$ cat src/rtl/synch_fifo_param_if.sv
// Handshake bundle between a producer/consumer pair and synch_fifo_param.
interface synch_fifo_param_if #(
  parameter int unsigned WIDTH = 8,
  parameter int unsigned DEPTH = 16
) ();

  logic                     wr_en;
  logic [WIDTH-1:0]         w_data_in;
  logic                     rd_en;
  logic [WIDTH-1:0]         r_data_out;
  logic                     full;
  logic                     empty;
  logic                     almost_full;
  logic                     almost_empty;
  logic [$clog2(DEPTH):0]   count;
  logic                     wr_error;
  logic                     rd_error;

  // Producer/consumer side.
  modport master (
    output wr_en, w_data_in, rd_en,
    input  r_data_out, full, empty, almost_full, almost_empty, count, wr_error, rd_error
  );

  // FIFO side.
  modport slave (
    input  wr_en, w_data_in, rd_en,
    output r_data_out, full, empty, almost_full, almost_empty, count, wr_error, rd_error
  );

endinterface

$ cat src/rtl/synch_fifo_param.sv
// Parametrised single-clock FIFO with occupancy count, almost-full/empty
// thresholds, rejected-request error pulses and optional FWFT read mode.
module synch_fifo_param #(
  parameter int unsigned WIDTH     = 8,
  parameter int unsigned DEPTH     = 16,
  parameter int unsigned AF_THRESH = DEPTH - 2,
  parameter int unsigned AE_THRESH = 2,
  parameter int unsigned FWFT      = 0
) (
  input logic               clk,
  input logic               rst,
  synch_fifo_param_if.slave bus
);

  localparam int unsigned AW = $clog2(DEPTH);
  localparam int unsigned CW = AW + 1;

  logic [WIDTH-1:0] mem_q [DEPTH];
  logic [AW-1:0]    wr_ptr_q, rd_ptr_q;
  logic [CW-1:0]    count_q, count_d;
  logic             wr_error_q, rd_error_q;
  logic             wr_accept, rd_accept;
  logic             full, empty;

  // Flag decode, request acceptance and next occupancy.
  always_comb begin
    full      = (count_q == CW'(DEPTH));
    empty     = (count_q == '0);
    rd_accept = bus.rd_en && !empty;
    // A write into a full FIFO is fine when a pop frees a slot on the same edge.
    wr_accept = bus.wr_en && (!full || rd_accept);
    count_d   = count_q;
    case ({wr_accept, rd_accept})
      2'b10:   count_d = count_q + 1'b1;
      2'b01:   count_d = count_q - 1'b1;
      default: count_d = count_q;
    endcase
  end

  assign bus.full         = full;
  assign bus.empty        = empty;
  assign bus.almost_full  = (count_q >= CW'(AF_THRESH));
  assign bus.almost_empty = (count_q <= CW'(AE_THRESH));
  assign bus.count        = count_q;
  assign bus.wr_error     = wr_error_q;
  assign bus.rd_error     = rd_error_q;

  // Pointers, occupancy and error pulses.
  always_ff @(posedge clk) begin
    if (rst) begin
      wr_ptr_q   <= '0;
      rd_ptr_q   <= '0;
      count_q    <= '0;
      wr_error_q <= 1'b0;
      rd_error_q <= 1'b0;
    end else begin
      if (wr_accept) wr_ptr_q <= wr_ptr_q + 1'b1;
      if (rd_accept) rd_ptr_q <= rd_ptr_q + 1'b1;
      count_q    <= count_d;
      wr_error_q <= bus.wr_en && !wr_accept;
      rd_error_q <= bus.rd_en && !rd_accept;
    end
  end

  // Storage; contents survive reset, but a write coinciding with reset is dropped.
  always_ff @(posedge clk) begin
    if (!rst && wr_accept) mem_q[wr_ptr_q] <= bus.w_data_in;
  end

  if (FWFT != 0) begin : g_fwft
    assign bus.r_data_out = empty ? '0 : mem_q[rd_ptr_q];
  end else begin : g_std
    logic [WIDTH-1:0] r_data_q;

    // Registered read data; holds across idle and rejected reads.
    always_ff @(posedge clk) begin
      if (rst) begin
        r_data_q <= '0;
      end else if (rd_accept) begin
        r_data_q <= mem_q[rd_ptr_q];
      end
    end

    assign bus.r_data_out = r_data_q;
  end

endmodule
$ cat src/flat_wrapper.sv
// flat-port wrapper written by rule: the top's interface ports become plain ports
module synch_fifo_param_flat 
#(
  parameter int unsigned WIDTH     = 8,
  parameter int unsigned DEPTH     = 16,
  parameter int unsigned AF_THRESH = DEPTH - 2,
  parameter int unsigned AE_THRESH = 2,
  parameter int unsigned FWFT      = 0
)
  (clk, rst, bus_wr_en, bus_w_data_in, bus_rd_en, bus_r_data_out, bus_full, bus_empty, bus_almost_full, bus_almost_empty, bus_count, bus_wr_error, bus_rd_error);
  synch_fifo_param_if #(.WIDTH(WIDTH), .DEPTH(DEPTH)) bus_i ();
  input logic clk;
  input logic rst;
  input wire logic [$bits(bus_i.wr_en)-1:0] bus_wr_en;
  input wire logic [$bits(bus_i.w_data_in)-1:0] bus_w_data_in;
  input wire logic [$bits(bus_i.rd_en)-1:0] bus_rd_en;
  output wire logic [$bits(bus_i.r_data_out)-1:0] bus_r_data_out;
  output wire logic [$bits(bus_i.full)-1:0] bus_full;
  output wire logic [$bits(bus_i.empty)-1:0] bus_empty;
  output wire logic [$bits(bus_i.almost_full)-1:0] bus_almost_full;
  output wire logic [$bits(bus_i.almost_empty)-1:0] bus_almost_empty;
  output wire logic [$bits(bus_i.count)-1:0] bus_count;
  output wire logic [$bits(bus_i.wr_error)-1:0] bus_wr_error;
  output wire logic [$bits(bus_i.rd_error)-1:0] bus_rd_error;
  assign bus_i.wr_en = bus_wr_en;
  assign bus_i.w_data_in = bus_w_data_in;
  assign bus_i.rd_en = bus_rd_en;
  assign bus_r_data_out = bus_i.r_data_out;
  assign bus_full = bus_i.full;
  assign bus_empty = bus_i.empty;
  assign bus_almost_full = bus_i.almost_full;
  assign bus_almost_empty = bus_i.almost_empty;
  assign bus_count = bus_i.count;
  assign bus_wr_error = bus_i.wr_error;
  assign bus_rd_error = bus_i.rd_error;
  synch_fifo_param #(.WIDTH(WIDTH), .DEPTH(DEPTH), .AF_THRESH(AF_THRESH), .AE_THRESH(AE_THRESH), .FWFT(FWFT)) u_core (.clk(clk), .rst(rst), .bus(bus_i));
endmodule
$ cat config.mk
export PLATFORM = sky130hd
export DESIGN_NAME = synch_fifo_param_flat
export DESIGN_NICKNAME = d
export VERILOG_FILES = /design/src/rtl/synch_fifo_param_if.sv /design/src/rtl/synch_fifo_param.sv /design/src/flat_wrapper.sv
export SDC_FILE = /design/constraint.sdc
export NUM_CORES = 1
export LEC_CHECK = 0
export CAP_MARGIN = 20
export CELL_PAD_IN_SITES_DETAIL_PLACEMENT = 0
export CELL_PAD_IN_SITES_GLOBAL_PLACEMENT = 2
export CORE_MARGIN = 4
export CORE_UTILIZATION = 48
export CTS_BUF_LIST = sky130_fd_sc_hd__clkbuf_16
export CTS_CLUSTER_DIAMETER = 60
export DETAILED_ROUTE_END_ITERATION = 8
export PLACE_DENSITY = 0.83
export RECOVER_POWER = 25
export SYNTH_ARGS = -nofsm -noshare
export SYNTH_HDL_FRONTEND = slang
export SYNTH_SLANG_ARGS = --single-unit
$ cat constraint.sdc
create_clock -name clk -period 5.5 [get_ports clk]
set_input_delay 0.55 -clock clk [delete_from_list [all_inputs] [get_ports clk]]
set_output_delay 0.55 -clock clk [all_outputs]
set_load 0.05 [all_outputs]
Word-level counts from Yosys, hierarchy flattened. Memories as Yosys holds them, arrays and structs flattened. A register that Yosys moved wholly into a read port is not among the register bits. Cells that the tools add are included.

$lt $le $gt $ge: 2. Add/subtract/negate cells: 4. Equal/unequal tests: 3. Reduce and logical (&&, ||, !) cells: 13. Multiplexer cells: 3.

Operators by type and width (count): one-hot mux 5 bit (2 select lines) (1); adder 4 x 1 -> 4 bit (second input constant) (2); adder 5 x 1 -> 5 bit (second input constant) (1); == test 5 bit (second input constant) (1); greater-or-equal comparator 5 x 4 -> 1 bit (second input constant) (1); <= comparator 5 x 2 -> 1 bit (second input constant) (1); logical AND 1 bit (5); logical NOT 1 bit (5); logical NOT 5 bit (1); subtractor 5 x 1 -> 5 bit (second input constant) (1); == test 2 x 1 -> 1 bit (second input constant) (1); == test 2 bit (second input constant) (1); 2-to-1 mux 1 bit (2); nonzero test 2 bit (1); logical OR 1 bit (1).

Bits in registers: 15. Memories: 1. Word-level logic and storage cells: 31. Output and inout port bits: 19. Bits of input ports: 12. Memory bits (writable): 128.

Memories: u_core.mem_q (words 16, bits a word 8, rd ports 1, clocked after Yosys merged registers in 1, write ports 1, line synch_fifo_param.sv:18) `logic [WIDTH-1:0] mem_q [DEPTH];`.

Longest topological paths before layout.
Depth in word-level cells: 8. Depth in mapped cells: 11. Mapped depth without buffers: 9.

Worst setup path before layout. OpenSTA, ideal clock, no wires.

Kind: register to output. Start point: reg u_core.count_q[4] (netlist: u_core.bus.count[4]). End point: out bus_almost_empty. Required time: 4.950 ns. Stages on the path, launching flop included: 3. Arrival: 3.146 ns. Setup slack: 1.804 ns. Buffers on the path: 1. Path through: dfxtp_1 > clkbuf_1 > a2111oi_0.

Cells in the longest elaborated chain, start to end: 1.

Ends and longest elaborated chain: start: declaration (line synch_fifo_param.sv:20) `logic [CW-1:0] count_q, count_d;`; start signal: assignment (line synch_fifo_param.sv:59) `count_q <= count_d;`; <= comparator 5 x 2 -> 1 bit (line synch_fifo_param.sv:43) `assign bus.almost_empty = (count_q <= CW'(AE_THRESH));`; end: declaration (line flat_wrapper.sv:21) `output wire logic [$bits(bus_i.almost_empty)-1:0] bus_almost_empty;`.

No other way between the ends.

Worst setup path after layout.
Start point: reg u_core.count_q[0] (netlist: u_core.bus.count[0]). End point: reg u_core.count_q[4] (netlist: u_core.bus.count[4]).

Cells in the longest elaborated chain, start to end: 7. Elaborated cells on any way between the ends: 13. Those cells by class: add/sub: 2; eq/ne: 3; mux: 1; reduce/logical: 7.

Ends and longest elaborated chain: logical NOT 5 bit (line synch_fifo_param.sv:28) `empty = (count_q == '0);`; logical NOT 1 bit (line synch_fifo_param.sv:29) `rd_accept = bus.rd_en && !empty;`; logical AND 1 bit (line synch_fifo_param.sv:29); logical OR 1 bit (line synch_fifo_param.sv:31) `wr_accept = bus.wr_en && (!full || rd_accept);`; logical AND 1 bit (line synch_fifo_param.sv:31); == test 2 x 1 -> 1 bit / == test 2 bit (equally long branches) (line synch_fifo_param.sv:33) `case ({wr_accept, rd_accept})`; one-hot mux 5 bit (2 select lines) / nonzero test 2 bit (equally long branches).

Several ways; a longest one is shown, not always the timed one. A chain may end at the register's enable or synchronous reset.

==> reports/results.txt <==
The number of standard cells in the layout, taps in and fillers out was 582. Setup repair after global routing left no endpoint under its margin. Detailed placement ended at an HPWL of 7640 um. The buffers plus inverters on the worst setup path is 1.

The total of flip-flops plus latches after synthesis was 151; the maximum number of pins on one net before global-route repair was 51. The kind of cell with the highest combined delay along the critical path is adder cells. Input and output buffers added on the ports amount to 30. In the finished design, the share of the clock period the worst path needs comes to 63.5%.

For the routed wire length, the log shows 11900 um. For the via count of the first global-routing pass, the log shows 3240. The largest individual stage delay along the critical path comes from the cell sky130_fd_sc_hd__or4_1. Buffers inserted during clock tree synthesis total 17. Counting every net in the synthesized netlist gives 393. The total count of hold-check failures in the final report was 0; the DRC violation total after the first TritonRoute iteration was 232.

The tightest hold path in the finished design has a slack of 0.489 ns. For this run, the slowest stage of the critical path takes 0.75 ns. CTS placed an instance of sky130_fd_sc_hd__clkbuf_16 at the clock tree root.

The area of the mapped netlist is 6060 um2, and the DRC violations left is 0. The number of nets in the finished design is 426, and the total iterations of the first detailed-routing run is 5. TritonCTS built the clock tree. The startpoint identified for the worst register-to-register timing path is u_core.bus.count[0]$_SDFFE_PP0P_.

In this run, synthesis inferred 128 flip-flops with an integrated enable. The first global-routing pass estimated 18700 um of wire. Across all layers, the routed design uses 3193 vias.

The total design power is 3.35 mW. The clock insertion delay at the later pin of the skew report is 0.42 ns, and the total power per unit cell area is 475 nW/um2. The clock passes through at most 2 buffers. The worst hold path begins at u_core.bus.r_data_out[7]$_SDFFE_PP0P_. The path type of the worst min-delay path is flop to flop. The classification of the worst setup path was flop to flop.

The number of H-tree levels is 4. The finished cells cover 7060 um2. Cells with a size suffix above 1 make up 13.5% of the layout. The netlist uses 40 different library cells. The number of placed instances, taps included, is 549. The fraction of synthesis flops using an asynchronous set or reset pin works out to 0%. In the synthesized netlist the dominant register cell turns out to be sky130_fd_sc_hd__edfxtp_1.

The core utilization of the finished layout is 58.0%, and the vias per cell is 5.49. The post-synthesis area per instance is 16.3 um2, and the leftover overflow at the end of global routing is 0. The placement-stage cell area is 6470 um2. Leading cell type by number of instances after synthesis: sky130_fd_sc_hd__edfxtp_1. The clock slew at the register clock pins of the worst setup and hold paths was 0.06 ns. Of all nets on the critical path, the largest fanout is 11. The worst setup path is launched from a flop.

Setup violations remaining at the end of the flow were counted as 0. Based on the critical path, the design can be clocked at up to 0.286 GHz. The run finished with clean final reports. By area the synthesized netlist is led by sky130_fd_sc_hd__edfxtp_1 (63%), sky130_fd_sc_hd__dfxtp_1 (7.6%), sky130_fd_sc_hd__mux4_2 (5.9%).

The proportion of synthesized chip area in sequential cells is 71.1%, and the area of the placeable core is 12200 um2. The floorplan has 40 rows. At the pin with the least slew margin, the transition time is 0.892 ns. Overall die width: 120 um. The number of gates resized after CTS was 0. Once the clock tree was built, the setup fixing pass inserted 0 buffers. The arrival time reported for the critical path endpoint was 3.80 ns. For the worst slack at placement, the log shows 1.69 ns.

The total inserted antenna cells is 0. After detailed routing, the average wire length per cell comes to 20.4 um. From bottom edge to top edge, the die measures 120 um. Data on the critical path is required at its endpoint by 5.81 ns. The run gives 14500 um2 as the die area.

At the end of routability-driven placement, the weighted congestion stood at 0.826. The leakage power came out at 2.26 nW. The critical path starts at u_core.bus.count[0]$_SDFFE_PP0P_.

For the count of boundary I/O pins, the log shows 31. On the final layout, the worst clock skew is 0.00647 ns. Max-cap violations in this run came to 0. Of the post-synthesis cell area, the dominant cell type holds 63.5%. Type of destination of the critical path: a flop.

The count of nets left with antenna violations once routing finished came out at 0. Walking the worst path, the cells encountered are or4_1, o21ai_4, inv_2, ha_1, fa_1, a21o_1, a21oi_1, mux2i_1, mux2_2. The tools report the count of hold buffers inserted by post-cts repair as 0. The Yosys step of the flow raised 0 warnings. The minimum period implied by the final worst setup slack came out at 3.49 ns. The clock net in this run drives a total of 151 sinks. The signed area change from the synthesized netlist to the final layout is 16.5%. After synthesis, the most frequently instantiated cells are sky130_fd_sc_hd__edfxtp_1 (128), sky130_fd_sc_hd__mux2i_1 (35), sky130_fd_sc_hd__nor2_1 (34). The layout has 948 filler cells. The cell taking the most area after synthesis is sky130_fd_sc_hd__edfxtp_1.

The logs give 40.3% for the worst slew margin relative to its limit and 18.2% for the aggregate global-route resource usage. Summed over all failing endpoints, the final setup total negative slack is 0 ns. The logs give 49.8% for the initial standard-cell utilization of the core and 0 for the number of max-slew violations in the final report.

Setup slack closes at 2.01 ns. The initial antenna violation count is 0. The run gives 371 as the synthesized instance count. Across the VDD grid, the largest voltage drop is 280 uV.
==> logic make-up after synthesis <==
logic type | after synthesis | share of synthesized area, %
AOI/OAI and AO/OA | 40 | 4.85
xor gates and xnor gates | 8 | 1.16
adders and majority gates | 10 | 2.19
buffers and inverters | 27 | 2.21
DFF | 151 | 71.1
muxes | 52 | 11.9
and+or+nand+nor | 83 | 6.61
==> state kept, by name (all words and copies together), names as in the netlist <==
signal / cells
u_core.bus.count: 5
u_core.bus.r_data_out: 8
u_core.bus.rd_error: 1
u_core.bus.wr_error: 1
u_core.mem_q: 128
u_core.rd_ptr_q: 4
u_core.wr_ptr_q: 4
==> report_power, final <==
group,total [mW],internal (mW),switching [mW]
clock network,1.11,0.695,0.413
logic,0.883,0.318,0.565
registers,1.36,1.31,0.0573
total,3.35,2.32,1.03
==> cell type report <==
cell class                 count  area, um2  share of cell area, %
tap                          168        210                   2.98
clock buffer                  17        425                   6.03
multi-input combinational    193       1620                   22.9
sequential                   151       4310                   61.0
timing repair buffer          36        340                   4.82
inverter                       5       18.8                  0.266
clock inverter                12        138                   1.95
==> path summary, 6_finish.rpt <==
kind	to	slack (ns)	cells past startpoint
worst max-delay path	u_core.bus.count[4]$_SDFFE_PP0P_	2.01	9
worst min-delay path	u_core.bus.r_data_out[7]$_SDFFE_PP0P_	0.49	2
worst max register to register	u_core.bus.count[4]$_SDFFE_PP0P_	2.01	9
worst min register to register	u_core.bus.r_data_out[7]$_SDFFE_PP0P_	0.49	2
==> worst reg2reg max path: cells and delay by family (launching register included) <==
kind,cells,cell delay (ns)
mux,2,0.58
buf+inv,1,0.19
simple gates,1,0.75
flops,1,0.38
fa+ha+maj,2,0.76
compound gates,3,0.73
==> layout by cell type, fill, tap and decap left out, types with 11 or more instances in the layout <==
| cell type | synthesis | final |
|---|---|---|
| sky130_fd_sc_hd__edfxtp_1 | 128 | 128 |
| sky130_fd_sc_hd__mux2i_1 | 35 | 35 |
| sky130_fd_sc_hd__nor2_1 | 34 | 34 |
| sky130_fd_sc_hd__clkdlybuf4s50_1 | 0 | 25 |
| sky130_fd_sc_hd__dfxtp_1 | 23 | 22 |
| sky130_fd_sc_hd__clkbuf_16 | 0 | 17 |
| sky130_fd_sc_hd__mux4_2 | 16 | 16 |
| sky130_fd_sc_hd__o22ai_1 | 16 | 16 |
| sky130_fd_sc_hd__nor3_1 | 12 | 12 |
| sky130_fd_sc_hd__nor4_1 | 11 | 11 |
==> metal layers <==
layer  up-vias  part of all wire [%]  track usage, %
met5         -                     0               0
met4         0                   1.7            8.36
met3        16                   5.4            5.10
met2        72                    49            28.1
met1      1592                    44            24.0
li1       1513                     -               -
Note: power is estimated with default switching activity, not from simulation.
